### src/rtl/regfile_pkg.sv
// Shared types and constants for the register-file write-back path.
// The write stage, the ALU result buffer and the top-level arbiter all
// pass results around as wb_req_t {rd, data}.
package regfile_pkg;

  localparam int REG_COUNT  = 32;
  localparam int ADDR_WIDTH = $clog2(REG_COUNT);
  localparam int DATA_WIDTH = 32;

  // One write-back request: destination register and the value to write.
  typedef struct packed {
    logic [ADDR_WIDTH-1:0] rd;
    logic [DATA_WIDTH-1:0] data;
  } wb_req_t;

endpackage

### src/rtl/wb_fifo.sv
// Small synchronous FIFO of write-back requests used to buffer ALU results
// while the LSU owns the register-file write port.
// push is ignored when full and pop is ignored when empty, so callers may
// drive them from plain valid signals. DEPTH must be a power of two >= 2 so
// the pointers wrap naturally.
module wb_fifo
  import regfile_pkg::*;
#(
  parameter int DEPTH = 2
) (
  input  logic    clk,
  input  logic    rst_n,
  input  logic    push,
  input  wb_req_t din,
  input  logic    pop,
  output wb_req_t dout,
  output logic    full,
  output logic    empty
);

  localparam int PW = $clog2(DEPTH);
  localparam int CW = PW + 1;

  wb_req_t       mem [DEPTH];
  logic [PW-1:0] wr_ptr;
  logic [PW-1:0] rd_ptr;
  logic [CW-1:0] count;
  logic          do_push;
  logic          do_pop;

  assign full    = (count == CW'(DEPTH));
  assign empty   = (count == '0);
  assign do_push = push && !full;
  assign do_pop  = pop && !empty;
  assign dout    = mem[rd_ptr];

  // Pointer and occupancy bookkeeping; a push and pop together keep count.
  always_ff @(posedge clk) begin
    if (!rst_n) begin
      wr_ptr <= '0;
      rd_ptr <= '0;
      count  <= '0;
    end else begin
      if (do_push) begin
        wr_ptr <= wr_ptr + 1'b1;
      end
      if (do_pop) begin
        rd_ptr <= rd_ptr + 1'b1;
      end
      case ({do_push, do_pop})
        2'b10:   count <= count + 1'b1;
        2'b01:   count <= count - 1'b1;
        default: count <= count;
      endcase
    end
  end

  // Entry storage; contents need no reset because count gates every read.
  always_ff @(posedge clk) begin
    if (do_push) begin
      mem[wr_ptr] <= din;
    end
  end

endmodule

### src/rtl/regfile_wb_arbiter.sv
// Write-side initiator for the 2R/1W register file.
// Merges LSU and ALU results onto the single registered write port and keeps
// a per-register pending-write scoreboard for decode RAW hazard detection.
//
// Arbitration: LSU wins by default; ALU results wait in a small FIFO. If the
// FIFO head has waited STARVE_LIMIT cycles, the LSU is stalled for one cycle
// (lsu_ready_o=0) and the head is forced through.
//
// Handshakes: a result is transferred on a clock edge where valid and ready
// are both high; ready never depends on the same-cycle valid of that source.
//
// Optional feature: define WB_ALU_BYPASS_EN to let an ALU result skip the
// FIFO when the FIFO is empty and the LSU is idle (1-cycle ALU latency).
// Without it every ALU result takes at least 2 cycles via the FIFO.
module regfile_wb_arbiter #(
  parameter int REG_COUNT      = regfile_pkg::REG_COUNT,
  parameter int ADDR_WIDTH     = $clog2(REG_COUNT),
  parameter int DATA_WIDTH     = regfile_pkg::DATA_WIDTH,
  parameter int ALU_FIFO_DEPTH = 2,
  parameter int STARVE_LIMIT   = 4
) (
  input  logic                  clk,
  input  logic                  rst_n,
  input  logic                  iss_valid_i,
  input  logic [ADDR_WIDTH-1:0] iss_rd_i,
  input  logic                  alu_valid_i,
  input  logic [ADDR_WIDTH-1:0] alu_rd_i,
  input  logic [DATA_WIDTH-1:0] alu_data_i,
  output logic                  alu_ready_o,
  input  logic                  lsu_valid_i,
  input  logic [ADDR_WIDTH-1:0] lsu_rd_i,
  input  logic [DATA_WIDTH-1:0] lsu_data_i,
  output logic                  lsu_ready_o,
  output logic [ADDR_WIDTH-1:0] waddr_o,
  output logic [DATA_WIDTH-1:0] wdata_o,
  output logic                  we_o,
  input  logic [ADDR_WIDTH-1:0] raddr_a_i,
  input  logic [ADDR_WIDTH-1:0] raddr_b_i,
  output logic                  hazard_a_o,
  output logic                  hazard_b_o
);

  localparam int SW = $clog2(STARVE_LIMIT + 1);

  regfile_pkg::wb_req_t alu_req;
  regfile_pkg::wb_req_t lsu_req;
  regfile_pkg::wb_req_t fifo_head;
  regfile_pkg::wb_req_t slot_req;

  logic                 fifo_push;
  logic                 fifo_pop;
  logic                 fifo_full;
  logic                 fifo_empty;
  logic                 starve_force;
  logic                 lsu_take;
  logic                 alu_take;
  logic                 bypass;
  logic                 slot_valid;
  logic [SW-1:0]        starve_cnt;
  logic [REG_COUNT-1:0] pending;
  logic [REG_COUNT-1:0] pending_nxt;

  assign alu_req = '{rd: alu_rd_i, data: alu_data_i};
  assign lsu_req = '{rd: lsu_rd_i, data: lsu_data_i};

  // ---------------------------------------------------------------------
  // Arbitration
  // ---------------------------------------------------------------------
  assign starve_force = !fifo_empty && (starve_cnt == SW'(STARVE_LIMIT));
  assign lsu_ready_o  = !starve_force;
  assign alu_ready_o  = !fifo_full;
  assign lsu_take     = lsu_valid_i && lsu_ready_o;
  assign alu_take     = alu_valid_i && alu_ready_o;

  // The head leaves either because the LSU is idle or because it is starving.
  // When starving, lsu_ready_o is low, so lsu_take and fifo_pop never overlap.
  assign fifo_pop = !fifo_empty && (starve_force || !lsu_valid_i);

`ifdef WB_ALU_BYPASS_EN
  assign bypass = alu_take && fifo_empty && !lsu_valid_i && !starve_force;
`else
  assign bypass = 1'b0;
`endif

  assign fifo_push = alu_take && !bypass;

  // Pick the request that owns the write stage on the coming edge.
  always_comb begin
    slot_valid = 1'b0;
    slot_req   = lsu_req;
    if (lsu_take) begin
      slot_valid = 1'b1;
      slot_req   = lsu_req;
    end else if (fifo_pop) begin
      slot_valid = 1'b1;
      slot_req   = fifo_head;
    end else if (bypass) begin
      slot_valid = 1'b1;
      slot_req   = alu_req;
    end
  end

  // Age of the FIFO head: counts blocked cycles, saturates, clears on a pop.
  always_ff @(posedge clk) begin
    if (!rst_n) begin
      starve_cnt <= '0;
    end else if (fifo_pop || fifo_empty) begin
      starve_cnt <= '0;
    end else if (starve_cnt != SW'(STARVE_LIMIT)) begin
      starve_cnt <= starve_cnt + 1'b1;
    end
  end

  wb_fifo #(
    .DEPTH (ALU_FIFO_DEPTH)
  ) u_alu_fifo (
    .clk   (clk),
    .rst_n (rst_n),
    .push  (fifo_push),
    .din   (alu_req),
    .pop   (fifo_pop),
    .dout  (fifo_head),
    .full  (fifo_full),
    .empty (fifo_empty)
  );

  // ---------------------------------------------------------------------
  // Write stage
  // ---------------------------------------------------------------------
  // Registered write port; a slot to x0 is consumed but never asserts we_o.
  always_ff @(posedge clk) begin
    if (!rst_n) begin
      we_o    <= 1'b0;
      waddr_o <= '0;
      wdata_o <= '0;
    end else begin
      we_o <= slot_valid && (slot_req.rd != '0);
      if (slot_valid) begin
        waddr_o <= slot_req.rd;
        wdata_o <= slot_req.data;
      end
    end
  end

  // ---------------------------------------------------------------------
  // Pending-write scoreboard
  // ---------------------------------------------------------------------
  // Commit clears first so that an issue to the same register wins.
  always_comb begin
    pending_nxt = pending;
    if (we_o) begin
      pending_nxt[waddr_o] = 1'b0;
    end
    if (iss_valid_i && (iss_rd_i != '0)) begin
      pending_nxt[iss_rd_i] = 1'b1;
    end
    pending_nxt[0] = 1'b0;
  end

  // Scoreboard state register.
  always_ff @(posedge clk) begin
    if (!rst_n) begin
      pending <= '0;
    end else begin
      pending <= pending_nxt;
    end
  end

  assign hazard_a_o = (raddr_a_i != '0) && pending[raddr_a_i];
  assign hazard_b_o = (raddr_b_i != '0) && pending[raddr_b_i];

endmodule

### config.mk
export PLATFORM = sky130hd
export DESIGN_NAME = regfile_wb_arbiter
export DESIGN_NICKNAME = d
export VERILOG_FILES = /design/src/rtl/regfile_pkg.sv /design/src/rtl/wb_fifo.sv /design/src/rtl/regfile_wb_arbiter.sv
export SDC_FILE = /design/constraint.sdc
export NUM_CORES = 1
export LEC_CHECK = 0
export CAP_MARGIN = 25
export CORE_ASPECT_RATIO = 0.5
export CORE_MARGIN = 2
export CORE_UTILIZATION = 50
export CTS_CLUSTER_SIZE = 14
export DETAILED_ROUTE_END_ITERATION = 7
export GPL_TIMING_DRIVEN = 0
export PLACE_DENSITY = 0.81
export SYNTH_ARGS = -nofsm -noshare
export SYNTH_HDL_FRONTEND = slang
export SYNTH_HIERARCHICAL = 1
export SYNTH_SLANG_ARGS = --single-unit
### constraint.sdc
create_clock -name clk -period 2.8 [get_ports clk]
set_input_delay 0.28 -clock clk [delete_from_list [all_inputs] [get_ports clk]]
set_output_delay 0.28 -clock clk [all_outputs]
set_load 0.005 [all_outputs]
Yosys cells after proc, flatten, opt, wreduce, memory -nomap -nowiden:

Memory sizes are Yosys's and may differ from the RTL's. A register that Yosys moved wholly into a read port is not among the register bits.
Index checks and enable logic that the tools add are counted.

* bits in registers: 77
* latch bits: 0
* bits in writable memories: 74
* bits in read-only memories: 0
* bits of input ports: 94
* output and inout port bits: 42
* word-level logic and storage cells: 74
* memories: 1

Memories
* u_alu_fifo.mem: words 2, width 37, read ports 1, clocked after Yosys merged registers in 1, write ports 1, RTL line wb_fifo.sv:24 `wb_req_t mem [DEPTH];`

* $add $sub $neg: 5
* multiply operators: 0
* div/mod/pow operators: 0
* order comparisons: 6
* equal/unequal tests: 5
* shifts and indexed selects: 0
* multiplexer cells: 19
* bitwise gates (word level): 4
* reductions and logical operators: 25

Operators by type and width (number)
* 37-bit 2-to-1 mux: 2
* 32-bit 2-to-1 mux: 2
* 32-bit AND: 1
* 32-bit NOT: 1
* 32-bit OR: 1
* 5-bit by 6-bit < comparator with 1-bit output, second input constant: 4
* 5-bit nonzero test: 4
* 1-bit logical AND: 12
* 1-bit binary-select mux with 5-bit select: 2
* 1-bit demux with 5-bit select: 2
* 5-bit by 1-bit greater-or-equal comparator with 1-bit output, second input constant: 2
* 1-bit 2-to-1 mux: 10
* 2-bit == test, second input constant: 2
* 1-bit zero test: 4
* 2-bit one-hot mux with 2 select lines: 1
* 3-bit by 1-bit adder with 3-bit output, second input constant: 1
* 3-bit == test, second input constant: 1
* 3-bit inequality test, second input constant: 1
* 1-bit adder, second input constant: 2
* 2-bit by 1-bit adder with 2-bit output, second input constant: 1
* 2-bit by 1-bit == test with 1-bit output, second input constant: 1
* 2-bit zero test: 1
* 1-bit logical OR: 2
* 2-bit nonzero test: 1
* 3 further kinds: 3

Depth between registers and ports, before layout:

Gate-level depths: netlist of the first run.

* depth in word-level cells: 9
* gate-level depth with buffers: 9
* depth with buffers taken out: 9

Cells and area by module:

The synthesis of the first run kept the hierarchy.

Modules (own cells, without submodules)
* regfile_wb_arbiter: instances 1, cells an instance 400, area an instance 3831.2 um2, sequential area each 1441.4 um2
* wb_fifo: instances 1, cells an instance 141, area an instance 2895.3 um2, sequential area each 2322.2 um2

Worst setup path before layout of the first run:

No wires, ideal clock.

* path type: register -> register
* start: reg u_alu_fifo.count[0]
* end: mem u_alu_fifo/mem[0][0] (netlist name) (enable)
* setup time: 0.392 ns
* data arrival time: 1.884 ns
* data required time: 2.408 ns
* slack: 0.525 ns
* cell stages (with the launch flop): 7
* buffers on the path: 0
* period minus slack after synthesis: 2.275 ns
* path through: dfxtp_1 -> nand2b_2 -> inv_2 -> nor2b_1 -> inv_1 -> or3_1 -> inv_1

* word-level cells in the longest chain between the ends: 6

RTL lines
* start: declaration: RTL line wb_fifo.sv:27 `logic [CW-1:0] count;`
* start signal: assignment: RTL line wb_fifo.sv:51 `2'b10: count <= count + 1'b1;`
* start signal: assignment: RTL line wb_fifo.sv:52 `2'b01: count <= count - 1'b1;`
* start signal: assignment: RTL line wb_fifo.sv:53 `default: count <= count;`
* 2-bit == test: RTL line wb_fifo.sv:31 `assign full = (count == CW'(DEPTH));`
* net fifo_full: RTL line regfile_wb_arbiter.sv:52 `logic fifo_full;`
* 1-bit zero test: RTL line regfile_wb_arbiter.sv:71 `assign alu_ready_o = !fifo_full;`
* 1-bit logical AND: RTL line regfile_wb_arbiter.sv:73 `assign alu_take = alu_valid_i && alu_ready_o;`
* net alu_take: RTL line regfile_wb_arbiter.sv:56 `logic alu_take;`
* 1-bit logical AND: RTL line wb_fifo.sv:33 `assign do_push = push && !full;`
* 1-bit 2-to-1 mux: RTL line wb_fifo.sv:60 `if (do_push) begin`
* 1-bit 2-to-1 mux (implied by the code): RTL line wb_fifo.sv:61 `mem[wr_ptr] <= din;`
* end: declaration: RTL line wb_fifo.sv:24

The timed path passes the listed nets, and every way through them passes these cells.

Final worst setup path of the first run:

* start: reg pending[27]
* end: out hazard_a_o

* word-level cells in the longest chain between the ends: 3

RTL lines
* start: declaration: RTL line regfile_wb_arbiter.sv:60 `logic [REG_COUNT-1:0] pending;`
* start signal: assignment: RTL line regfile_wb_arbiter.sv:165 `pending <= pending_nxt;`
* 1-bit binary-select mux with 5-bit select: RTL line regfile_wb_arbiter.sv:169 `assign hazard_a_o = (raddr_a_i != '0) && pending[raddr_a_i];`
* 1-bit 2-to-1 mux (implied by the code): RTL line regfile_wb_arbiter.sv:169
* 1-bit logical AND: RTL line regfile_wb_arbiter.sv:169
* end: declaration: RTL line regfile_wb_arbiter.sv:39 `output logic hazard_a_o,`

Every way passes these cells. The select of a mux whose other input is x is not followed.

==> impl_metrics.tcl, run 1 <==
set metrics [dict create \
    outcome "complete, no violations" \
    finalMaxSlewViolations 0 \
    synth_seq_cells 151 \
    numCtsBuffers 17 \
    synth_ff_type "dfxtp_1" \
    vias 4868 \
    setup_viol_count_final 0 \
    syn_inst 541 \
    critPathLaunch "pending[27]" \
    rows 29 \
    antenna_cells 0 \
    yosysWarnings 6 \
    startpoint_type "register" \
    ant_nets 0 \
    path_cells "mux4_2, mux2_2, a311o_1, clkdlybuf4s50_1" \
    pre_cts_slack_ns 0.377 \
    maxCapViolations 0 \
    finClkSkew_ns 0.00565 \
    hold_path.class "in -> reg" \
    worst_pin_slew_ns 1.06 \
    slew_headroom_pct 28.9 \
    mostFrequentLayoutCells "129 x clkdlybuf4s50_1, 77 x nand2_1, 77 x dfxtp_1" \
    critPathCaptureType "output pin" \
    critPathArrivalTime_ns 2.28 \
    drive_above_1_share_pct 15.2 \
    dp_hpwl_um 11100 \
    die_h_um 86.0 \
    drc 0 \
    critPathKind "reg -> out" \
    routed.top_layer "met4" \
    ctsResizeCount 0 \
    p_leak_nw 3.55 \
    synth_cell_types 46 \
    place_area_um2 8250 \
    start_util_pct 52.2 \
    clock_latency_ns 0.42 \
    globalplace.congestion 0.816 \
    layout_setup_ws_ns 0.242 \
    wl_um 15900 \
    fmax_mhz 391 \
    grt_pass1_vias 5032 \
    core_area_um2 12900 \
    grt_usage_pct 22.8 \
    viasPerCell 5.58 \
    utilization_pct 68.7 \
    path_buf_inv 1 \
    die_x_um 168 \
    stdcell_area_um2 8850 \
    power.density_nw_per_um2 762 \
    vdd_drop_max_mv 0.449 \
    wl_met3_um 856 \
    hold_path_startpoint "alu_data_i[18]" \
    clkSinkCount 151 \
    cp_max_fo 3 \
    cts_hold_buf 0 \
    antenna_found_initial 0 \
    fin_crit_ns 2.56 \
    cp_top_family "multiplexers" \
    required_ns 2.52 \
    ctsLongestPathBuffers 2 \
    fillers 942 \
    overflow 0 \
    slowest_stage "mux4_2" \
    synth_edf_count 74 \
    period_share_pct 91.3 \
    dieArea_um2 14500 \
    synthesis.nets 638 \
    syn_to_final_growth_pct 31.5 \
    grt_max_degree 38 \
    h-tree-depth 4 \
    drt_iter0_markers 286 \
    io_pins 136 \
    synthArstFlopShare_pct 0 \
    dr.pass1.iters 6 \
    layoutNonFillerInstCount 873 \
    met1Wirelength_um 6810 \
    r2r-start "u_alu_fifo/count[0]" \
    postSynthAreaPerCell_um2 12.4 \
    fin_nets 787 \
    cts_tree "built" \
    clkTransAtPathRegs_ns 0.06 \
    netlist_area_um2 6730 \
    rsz0062_at_grt "no" \
    cts_setup_buffers 0 \
    finalHoldViolations 0 \
    grt_first_pass_wirelength_um 25400 \
    avgRoutedWirePerCell_um 18.2 \
    seq_area_frac_synth_pct 56.0 \
    slowest_delay_ns 0.47 \
    io_buffers 129 \
    numPlacedInstances 841 \
    final_common_cell "clkdlybuf4s50_1" \
    cts-root-buf "clkbuf_16" \
    met2WireLength_um 7990 \
]
==> kinds of logic after synthesis <==
kind of cell    share of synthesized area [%]
flops                                    56.0
fa+ha+maj                               0.558
mux                                      17.6
xor+xnor                                0.391
compound gates                           13.1
buf+inv                                  3.01
simple gates                             9.43
==> flip-flops by register name, indices dropped and copies added, names as in the netlist, named ones only <==
signal	flops
starve_cnt	3
u_alu_fifo/count	2
u_alu_fifo/mem	74
pending	31
wdata_o	32
waddr_o	5
u_alu_fifo/wr_ptr	1
u_alu_fifo/rd_ptr	1
we_o	1
==> synthesized netlist by cell type (10+ instances only) <==
cell	count	area share [%]
dfxtp_1	77	23
nand2_1	77	4.3
edfxtp_1	74	33
mux2_2	40	6.7
mux2i_1	40	6.0
o211a_1	37	5.5
o21ai_0	35	2.6
a21boi_0	31	3.5
clkbuf_1	17	0.95
buf_2	15	1.1
mux4_2	10	3.3
nor2_1	10	0.56
==> metrics by stage <==
stage                     hold slack [ns]  setup TNS [ns]  power [mW]
final                               0.443               0        6.74
after global routing                0.437               0        7.04
after CTS                           0.434               0        6.79
after detailed placement            0.480               0        4.50
after global placement              0.465           -5.57        4.45
after floorplan                     0.379               0        3.87
==> layout make-up <==
type | instances | area [µm²] | share of cell area [%]
multi-input combinational | 347 | 2760 | 31.2
clock buffer | 17 | 425 | 4.81
inverter | 8 | 30.0 | 0.339
buffer | 35 | 173 | 1.95
timing repair buffer | 130 | 1310 | 14.8
sequential | 151 | 3760 | 42.5
clock inverter | 15 | 169 | 1.91
tap | 170 | 213 | 2.40
==> report_power, final <==
| group | total (mW) | internal (mW) | leakage (nW) | switching (mW) |
|---|---|---|---|---|
| logic | 1.67 | 0.862 | 1.96 | 0.804 |
| registers | 2.79 | 2.67 | 1.32 | 0.121 |
| clock network | 2.28 | 1.33 | 0.271 | 0.953 |
==> layer usage <==
metal | up-vias | global-route usage, %
met5 | - | 0
met4 | 0 | 6.88
met3 | 20 | 4.89
met2 | 159 | 40.6
met1 | 2369 | 28.2
li1 | 2320 | -
==> path summary, 6_finish.rpt <==
kind | endpoint | slack (ns) | depth (start not counted)
hold / removal | u_alu_fifo/mem[0][18] | 0.44 | 1
setup / recovery | hazard_a_o | 0.24 | 4
hold reg to reg | u_alu_fifo/wr_ptr | 0.48 | 2
setup reg to reg | u_alu_fifo/mem[0][1] | 0.50 | 6
No activity file was read; power rests on OpenSTA's default activity.
==> inputs of run 2 (changes only) <==
Settings changed: RECOVER_POWER set to 100.
==> run 2 against run 1 <==
Compared with the run above: clock skew up 0.0035 ns; sequential cell count unchanged; wire length is essentially flat; register-to-register slack got worse by 0.20 ns; clock power is essentially flat; maximum frequency about the same; global-route usage unchanged; first-iteration DRC count rose by 4.2%; largest cell class unchanged; highest routed layer unchanged.
==> impl_metrics.tcl, run 2 (synthesized netlist as in run 1, its figures left out) <==
set metrics [dict create \
    drc 0 \
    setup_viol_count_final 0 \
    cp_top_family "multiplexers" \
    regMostFlops "u_alu_fifo/mem" \
    largest_reg_flops 74 \
    fin_nets 787 \
    die_x_um 168 \
    start_util_pct 52.2 \
    critPathArrivalTime_ns 2.28 \
    grt_pass1_vias 5032 \
    hold_ws_ns 0.484 \
    vdd_drop_max_mv 0.445 \
    path_cells "mux4_2, mux2_2, a311o_1, clkdlybuf4s50_1" \
    overflow 0 \
    viasPerCell 5.55 \
    ctsResizeCount 0 \
    cp_max_fo 3 \
    dp_hpwl_um 11100 \
    p_leak_nw 3.61 \
    rr_worst_depth 7 \
    slowest_stage "mux4_2" \
    mostFrequentLayoutCells "80 x dlygate4sd3_1, 77 x nand2_1, 77 x dfxtp_1" \
    syn_to_final_growth_pct 31.2 \
    clkSinkCount 151 \
    period_share_pct 91.4 \
    ant_nets 0 \
    fin_crit_ns 2.56 \
    ctsLongestPathBuffers 2 \
    die_h_um 86.0 \
    dieArea_um2 14500 \
    dr.pass1.iters 5 \
    drt_iter0_markers 298 \
    finalMaxSlewViolations 0 \
    drive_above_1_share_pct 14.1 \
    startpoint_type "register" \
    outcome "complete, no violations" \
    layout_setup_ws_ns 0.240 \
    critical_path_cell_count 4 \
    clkTransAtPathRegs_ns 0.06 \
    critPathCaptureType "output pin" \
    clock_latency_ns 0.42 \
    avgRoutedWirePerCell_um 18.1 \
    required_ns 2.52 \
    final_common_cell "dlygate4sd3_1" \
    grt_first_pass_wirelength_um 25400 \
    h-tree-depth 4 \
    globalplace.congestion 0.816 \
    p_total_mw 6.69 \
    path_buf_inv 1 \
    antenna_found_initial 2 \
    cts_setup_buffers 0 \
    fmax_mhz 391 \
    io_buffers 129 \
    maxCapViolations 0 \
    numCtsBuffers 17 \
    core_area_um2 12900 \
    cts-root-buf "clkbuf_16" \
    cts_hold_buf 0 \
    grt_max_degree 38 \
    finalHoldViolations 0 \
    power.density_nw_per_um2 757 \
    critPathKind "reg -> out" \
    fillers 952 \
    wl_um 15900 \
    hold_path.class "in -> reg" \
    pre_cts_slack_ns 0.377 \
    finClkSkew_ns 0.00913 \
    rows 29 \
    rsz0062_at_grt "no" \
    grt_usage_pct 22.8 \
    worst_pin_slew_ns 1.10 \
    vias 4857 \
    top_regs "u_alu_fifo/mem: 74 flops, wdata_o: 32 flops, pending: 31 flops" \
    slew_headroom_pct 26.7 \
    cts_tree "built" \
    slowest_delay_ns 0.46 \
    hold_path_depth 2 \
    io_pins 136 \
]
## run 2: cell types whose count changed in the layout (fill, tap and decap cells not counted), sizes merged
cell	previous run	this run
clkbuf	34	42
buf	19	11
clkdlybuf4s50	129	49
diode	0	2
dlygate4sd3	0	80
## run 2: worst register-to-register path, stage by stage (launching register included)
cell      delay (ns)
dfxtp_1         0.31
buf_2           0.31
clkbuf_1        0.50
mux2_2          0.42
or4_1           0.52
nor2_1          0.09
o21ai_0         0.08
o311a_1         0.16
## run 2: cell type report
class	count	area [µm²]	share of cell area [%]
antenna	2	5.00	0.0567
buffer	35	164	1.86
clock buffer	17	425	4.82
clock inverter	15	169	1.91
inverter	8	30.0	0.340
multi-input combinational	347	2760	31.3
sequential	151	3760	42.6
tap	170	213	2.41
timing repair buffer	130	1300	14.7
## run 2: where the power goes
group | switching, mW | total (mW) | internal (mW)
logic | 0.801 | 1.60 | 0.803
clock network | 0.958 | 2.29 | 1.33
registers | 0.118 | 2.79 | 2.67
## run 2: path summary, 6_finish.rpt
kind,startpoint,end,slack [ns]
min reg2reg,u_alu_fifo/wr_ptr,u_alu_fifo/wr_ptr,0.49
max reg2reg,register,we_o,0.30
max,pending[27],hazard_a_o,0.24
min,lsu_data_i[27],wdata_o[27],0.48
## run 2: metrics by stage
| stage | cells | setup TNS, ns | util (%) | cell area (µm²) |
|---|---|---|---|---|
| 3_3_place_gp | 840 | -5.57 | 63.9 | 8230 |
| 6_report | 875 | 0 | 68.5 | 8830 |
| 4_1_cts | 873 | 0 | 68.7 | 8850 |
| 5_1_grt | 874 | 0 | 68.5 | 8820 |
| 2_1_floorplan | 541 | 0 | - | 6730 |
| 3_5_place_dp | 841 | 0 | 64.1 | 8250 |
## run 2: routing by layer
metal / track usage [%] / vias to the layer above / routed length (µm)
li1: - / 2322 / -
met2: 40.6 / 131 / 8040
met1: 28.2 / 2392 / 6940
met5: 0 / - / 0
met4: 6.88 / 0 / 121
met3: 4.89 / 12 / 749
